[src/rtl/unary_acc_pkg.sv]
// ============================================================================
// Module   : unary_acc_pkg
// Purpose  : Shared types and helpers for the unary-stream window accumulator.
//            Provides the FSM state type, the window-length function and the
//            window-counter width for the default operand width.
// Ports    : none (package)
// Revision : 1.0 - initial release
// ============================================================================
`default_nettype none

package unary_acc_pkg;

  typedef enum logic [1:0] {
    ST_IDLE = 2'd0,
    ST_RUN  = 2'd1,
    ST_DONE = 2'd2
  } state_t;

  // Default upstream operand width and its window-counter width (WIDTH-1).
  localparam int DEFAULT_WIDTH = 8;
  localparam int WCNT_W        = DEFAULT_WIDTH - 1;

  // Window length in cycles for a given operand width.
  function automatic int win_len(input int width);
    return 1 << (width - 1);
  endfunction

  // Window-counter width for a given operand width: it counts 0..WIN-1.
  function automatic int wcnt_width(input int width);
    return width - 1;
  endfunction

endpackage

`default_nettype wire

[src/rtl/unary_win_cnt.sv]
// ============================================================================
// Module   : unary_win_cnt
// Purpose  : Window counter plus ones counter for one computation window.
//            The window counter runs over WIN = 2^(WIDTH-1) enabled cycles;
//            the ones counter accumulates i_bit over the same cycles.
// Ports    : clk    - clock
//            rst_n  - synchronous active-low reset
//            clear  - zero both counters (start of a window)
//            en     - count this cycle (window in progress)
//            i_bit  - unary stream bit
//            count  - ones seen so far in the window (excludes this cycle)
//            last   - this enabled cycle is the final cycle of the window
// Revision : 1.0 - initial release
// ============================================================================
`default_nettype none

module unary_win_cnt
  import unary_acc_pkg::*;
#(
  parameter int WIDTH = 8
) (
  input  logic             clk,
  input  logic             rst_n,
  input  logic             clear,
  input  logic             en,
  input  logic             i_bit,
  output logic [WIDTH-1:0] count,
  output logic             last
);

  localparam int CW = wcnt_width(WIDTH);

  logic [CW-1:0] wcnt;

  always_ff @(posedge clk) begin
    if (!rst_n) begin
      wcnt  <= '0;
      count <= '0;
    end else if (clear) begin
      wcnt  <= '0;
      count <= '0;
    end else if (en) begin
      wcnt  <= wcnt + CW'(1);
      // Range is 0..WIN and WIN = 2^(WIDTH-1), so WIDTH bits never overflow.
      count <= count + WIDTH'(i_bit);
    end
  end

  // Window counter all-ones means WIN-1 cycles already counted.
  assign last = en & (&wcnt);

endmodule

`default_nettype wire

[src/rtl/unary_acc_window.sv]
// ============================================================================
// Module   : unary_acc_window
// Purpose  : Counts the ones of a unary product stream over a window of
//            WIN = 2^(WIDTH-1) cycles, applies the product sign and adds the
//            signed magnitude into a running two's-complement accumulator.
// Config   : UNARY_ACC_SAT_EN - saturating accumulation with sticky o_sat;
//            when undefined the accumulator wraps and o_sat stays 0.
// Ports    : clk      - clock
//            rst_n    - synchronous active-low reset
//            i_start  - start a window (accepted in IDLE or DONE)
//            i_clear  - with accepted start: result replaces accumulator
//            i_sign   - with accepted start: product sign
//            i_bit    - unary product stream
//            o_busy   - window in progress
//            o_valid  - one-cycle result pulse
//            o_prod   - ones count of last window (unsigned)
//            o_acc    - signed accumulator
//            o_sat    - sticky saturation flag
// Revision : 1.0 - initial release
// ============================================================================
`default_nettype none

module unary_acc_window
  import unary_acc_pkg::*;
#(
  parameter int WIDTH = 8,
  parameter int ACCW  = 24   // must exceed WIDTH
) (
  input  logic             clk,
  input  logic             rst_n,
  input  logic             i_start,
  input  logic             i_clear,
  input  logic             i_sign,
  input  logic             i_bit,
  output logic             o_busy,
  output logic             o_valid,
  output logic [WIDTH-1:0] o_prod,
  output logic [ACCW-1:0]  o_acc,
  output logic             o_sat
);

  state_t           state;
  logic             sign_q;
  logic             clear_q;
  logic             sat_q;
  logic [WIDTH-1:0] count;
  logic             last;
  logic             accept;
  logic [WIDTH-1:0] fin;
  logic [ACCW-1:0]  mag;
  logic [ACCW-1:0]  delta;
  logic [ACCW-1:0]  base;
  logic [ACCW-1:0]  acc_next;
  logic             ovf;

  assign accept = i_start & ((state == ST_IDLE) | (state == ST_DONE));

  unary_win_cnt #(
    .WIDTH (WIDTH)
  ) u_cnt (
    .clk   (clk),
    .rst_n (rst_n),
    .clear (accept),
    .en    (state == ST_RUN),
    .i_bit (i_bit),
    .count (count),
    .last  (last)
  );

  // Final count includes the bit sampled on the closing edge, so the result
  // registers on that edge and is visible during the DONE cycle.
  assign fin   = count + WIDTH'(i_bit);
  assign mag   = {{(ACCW-WIDTH){1'b0}}, fin};
  assign delta = sign_q ? -mag : mag;   // zero stays zero when negated
  assign base  = clear_q ? '0 : o_acc;

`ifdef UNARY_ACC_SAT_EN
  logic [ACCW:0] sum_ext;

  assign sum_ext  = {base[ACCW-1], base} + {delta[ACCW-1], delta};
  // Overflow when the extra sign bit disagrees with the ACCW-bit sign.
  assign ovf      = sum_ext[ACCW] ^ sum_ext[ACCW-1];
  assign acc_next = !ovf         ? sum_ext[ACCW-1:0] :
                    sum_ext[ACCW] ? {1'b1, {(ACCW-1){1'b0}}} :
                                    {1'b0, {(ACCW-1){1'b1}}};
`else
  assign ovf      = 1'b0;
  assign acc_next = base + delta;
`endif

  always_ff @(posedge clk) begin
    if (!rst_n) begin
      state   <= ST_IDLE;
      sign_q  <= 1'b0;
      clear_q <= 1'b0;
      sat_q   <= 1'b0;
      o_busy  <= 1'b0;
      o_valid <= 1'b0;
      o_prod  <= '0;
      o_acc   <= '0;
    end else begin
      o_valid <= 1'b0;
      case (state)
        ST_IDLE, ST_DONE: begin
          if (i_start) begin
            sign_q  <= i_sign;
            clear_q <= i_clear;
            o_busy  <= 1'b1;
            state   <= ST_RUN;
          end else begin
            o_busy  <= 1'b0;
            state   <= ST_IDLE;
          end
        end
        ST_RUN: begin
          if (last) begin
            o_busy  <= 1'b0;
            o_valid <= 1'b1;
            o_prod  <= fin;
            o_acc   <= acc_next;
            sat_q   <= sat_q | ovf;
            state   <= ST_DONE;
          end
        end
        default: begin
          o_busy <= 1'b0;
          state  <= ST_IDLE;
        end
      endcase
    end
  end

  assign o_sat = sat_q;

endmodule

`default_nettype wire
[config.mk]
export PLATFORM = sky130hd
export DESIGN_NAME = unary_acc_window
export DESIGN_NICKNAME = d
export VERILOG_FILES = /design/src/rtl/unary_acc_pkg.sv /design/src/rtl/unary_win_cnt.sv /design/src/rtl/unary_acc_window.sv
export SDC_FILE = /design/constraint.sdc
export NUM_CORES = 1
export LEC_CHECK = 0
export CORE_AREA = 3 3 108 100
export CTS_CLUSTER_SIZE = 24
export DETAILED_ROUTE_END_ITERATION = 8
export DIE_AREA = 0 0 111 103
export GPL_ROUTABILITY_DRIVEN = 0
export PLACE_DENSITY = 0.62
export SKIP_CTS_REPAIR_TIMING = 1
export SYNTH_ARGS = -nofsm -noshare
export SYNTH_HDL_FRONTEND = slang
export SYNTH_HIERARCHICAL = 1
export SYNTH_SLANG_ARGS = --single-unit
[constraint.sdc]
create_clock -name clk -period 11.9 [get_ports clk]
set_clock_uncertainty 0.05 [all_clocks]
set_input_delay 2.975 -clock clk [delete_from_list [all_inputs] [get_ports clk]]
set_output_delay 2.975 -clock clk [all_outputs]
set_load 0.005 [all_outputs]
==> flow_metrics.env <==
export IMPL_core_area_um2=9657
export IMPL_start_util_pct=39.87
export IMPL_grt_pass1_wl_um=16670
export IMPL_cellPowerDensity_nw_per_um2=73.27
export IMPL_synthMuxAreaShare_pct=2.665
export IMPL_p_seq_share_pct=54.8
export IMPL_worstHoldPathCells=2
export IMPL_viasPerCell=5.718
export IMPL_rsz0062_at_grt="no"
export IMPL_status="completed"
export IMPL_slew_headroom_pct=30.03
export IMPL_clock_latency_ns=0.32
export IMPL_cts_max_path_buffers=2
export IMPL_p_total_uw=323.3
export IMPL_nets=551
export IMPL_fmax_mhz=140.2
export IMPL_portBuffers=39
export IMPL_criticalPathCategory="input port to flop"
export IMPL_min_path_type="flop to flop"
export IMPL_min_from="o_prod[1]"
export IMPL_yosysTopAreaCellShare_pct=27.04
export IMPL_setup_viol=0
export IMPL_synth_cell_types=63
export IMPL_clock_power_share_pct=34.4
export IMPL_sw_frac_of_total_pct=28.48
export IMPL_finalHoldViolations=0
export IMPL_yosysTopAreaCell="dfxtp_1"
export IMPL_endpoint_kind="flop"
export IMPL_combPwrFrac_pct=10.8
export IMPL_yosysMostFrequentCell="dfxtp_1"
export IMPL_syn_nets=526
export IMPL_maxCapViolations=0
export IMPL_cts_max_level=2
export IMPL_hold_ws_ns=0.4133
export IMPL_design_area_um2=4413
export IMPL_postLayoutCoreUtil_pct=45.70
export IMPL_p_sw_uw=92.10
export IMPL_drtIter0Drc=288
export IMPL_vias=3665
export IMPL_hold_path_end="o_prod[1]"
export IMPL_drive_above_1_share_pct=4.272
export IMPL_cp_max_fo=8
export IMPL_yosysSeqAreaShare_pct=27.04
export IMPL_r2r_end="o_acc[22]"
export IMPL_syn_mean_instance_area_um2=7.873
export IMPL_regToRegStartpoint="u_cnt/count[3]"
export IMPL_rows=34
export IMPL_hpwl_um=7405
export IMPL_synth_compound_area_share_pct=24.28
export IMPL_cts_buffers_inserted=5
export IMPL_tightest_slew_ns=1.047
export IMPL_setup_tns_ns=0
export IMPL_wl_per_cell_um=15.79
export IMPL_synth_edf_count=0
export IMPL_crit_required_ns=12.07
export IMPL_first_global_vias=3333
export IMPL_clk_pin_slew_ns=0.11
export IMPL_synth_xor_area_share_pct=6.142
export IMPL_grt_util_met2_pct=28.26
export IMPL_netlist_area_um2=3850
export IMPL_synth_top_family_by_area="simple AND/OR/NAND/NOR gates"
export IMPL_die_x_um=111
export IMPL_overflow=0
export IMPL_ant_nets=0
export IMPL_use_met1_pct=25.04
export IMPL_cts_sinks=52
export IMPL_synth_fa_ha_area_share_pct=10.27
export IMPL_firstDrtPassIters=5
export IMPL_start_kind="input port"
export IMPL_ios=41
export IMPL_synthFlopType="dfxtp_1"
export IMPL_slew_violations=0
export IMPL_clock_root_buffer="clkbuf_8"
export IMPL_power_leakage_nw=1.784
export IMPL_antenna_found_initial=0
export IMPL_die_area_um2=11430
export IMPL_fp_dieH_um=103
export IMPL_peakVddDrop_mv=0.04801
export IMPL_ys_seq_elements=52
export IMPL_grt_usage_pct=17.81
export IMPL_grt_max_degree=32
export IMPL_period_needed_ns=7.130
export IMPL_place_area_um2=4317
export IMPL_cts_tree="built"
export IMPL_syn_to_final_growth_pct=14.62
export IMPL_diodes=0
export IMPL_cp_arrival_ns=7.30
export IMPL_grt_busiest_layer="met2"
export IMPL_synth_simple_gate_area_share_pct=25.35
export IMPL_p_int_uw=231.2
export IMPL_synthTopCellsByCount="dfxtp_1 (52), nand2_1 (49), a21oi_1 (46), nor2_1 (37), ha_1 (30)"
export IMPL_grtUsageMet3_pct=3.286
export IMPL_fillers=943
export IMPL_wl_um=10120
export IMPL_ys_warn_count=6
export IMPL_rrSetupSlack_ns=7.56
export IMPL_synth_area_leaders="dfxtp_1 (27%), ha_1 (9.7%), a21oi_1 (6.0%), nand2_1 (4.8%), nor2b_1 (4.2%)"
export IMPL_drc=0
export IMPL_reg2reg_depth=13
export IMPL_multi_input_area_um2=2649
export IMPL_synthArstFlopShare_pct=0
export IMPL_regArea_um2=1041
export IMPL_syn_inst=489
export IMPL_finalCritPeriodShare_pct=59.92
-- cells in the final DEF, fill, tap and decap left out, drive strengths merged, types with 2 or more instances in the layout --
cell type,Yosys,routed
dfxtp,52,52
nand2,49,49
a21oi,46,46
clkdlybuf4s50,0,39
nor2,37,37
ha,30,30
nor2b,26,26
o21ai,24,24
nand3,18,18
xor2,16,16
inv,15,16
nand4,14,14
a21o,12,12
xnor2,11,11
a211oi,11,11
or3,8,8
mux2i,8,8
and3,8,8
a31oi,6,6
nor3,6,6
nand2b,6,6
o31a,6,6
and2,5,5
o31ai,5,5
clkbuf,18,5
a21boi,5,5
a211o,4,4
o2111ai,4,4
a311oi,3,3
nand3b,3,3
buf,6,3
and4,2,2
mux2,2,2
o21a,2,2
nor3b,2,2
-- how the worst max path moves through the flow --
stage,startpoint,endpoint,slack (ns),cells past startpoint
floorplan,i_bit,o_acc[22],5.35,16
global placement,i_bit,o_acc[22],4.59,17
detailed placement,i_bit,o_acc[22],4.50,17
CTS,i_bit,o_acc[22],4.80,17
global route,i_bit,o_acc[22],4.38,18
finish,i_bit,o_acc[22],4.77,15
-- metal layers --
metal / share of wire (%) / up-vias / wire length [µm]
met1: 49 / 1684 / 4966
met4: 1.2 / 0 / 121
met2: 43 / 142 / 4317
li1: - / 1824 / -
met5: 0 / - / 0
met3: 7.1 / 15 / 718
-- critical path: stages --
cell and delay (ns):
clkdlybuf4s50_1 0.50, ha_1 0.22, and4_1 0.29, nand4_1 0.13, xnor2_1 0.51, inv_1 0.14
ha_1 0.31, mux2_2 0.27, ha_1 0.38, a21oi_1 0.19, o21ai_0 0.15, a211oi_1 0.44
a211oi_1 0.17, or3_1 0.37, a32o_1 0.25
-- layout make-up --
cell class                      count  share of cell area (%)
Timing Repair Buffer               42                   9.356
Tap cell                          126                   3.572
Multi-Input combinational cell    398                   60.02
Clock inverter                      3                  0.6238
Clock buffer                        5                   1.559
Inverter                           15                   1.276
Sequential cell                    52                   23.59
-- flip-flops by register name (all words and copies together), names as in the netlist --
signal       flops
o_prod           8
o_busy           1
state            1
o_acc           24
clear_q          1
o_valid          1
u_cnt/count      8
sign_q           1
u_cnt/wcnt       7
-- power groups by stage --
stage	registers, mW	logic [mW]	clock network (mW)
2_1_floorplan	0.180	0.0255	0
3_3_place_gp	0.181	0.0341	0
3_5_place_dp	0.181	0.0347	0
4_1_cts	0.177	0.0349	0.116
5_1_grt	0.178	0.0388	0.122
6_report	0.177	0.0349	0.111
-- stage by stage --
stage	cells	setup slack, ns
floorplan	489	5.350
global placement	633	4.586
detailed placement	633	4.498
CTS	641	4.802
global route	641	4.376
finish	641	4.770
-- cells by family (layout without fill, tap and decap cells) --
| family | count (synthesis) | in the layout |
|---|---|---|
| buf+inv | 39 | 65 |
| other cells | 1 | 1 |
| fa+ha+maj | 31 | 31 |
| xor+xnor | 27 | 27 |
| compound gates | 141 | 141 |
| mux | 10 | 10 |
| simple gates | 188 | 188 |
| flops | 52 | 52 |
Power figures use the tool's default switching activity.
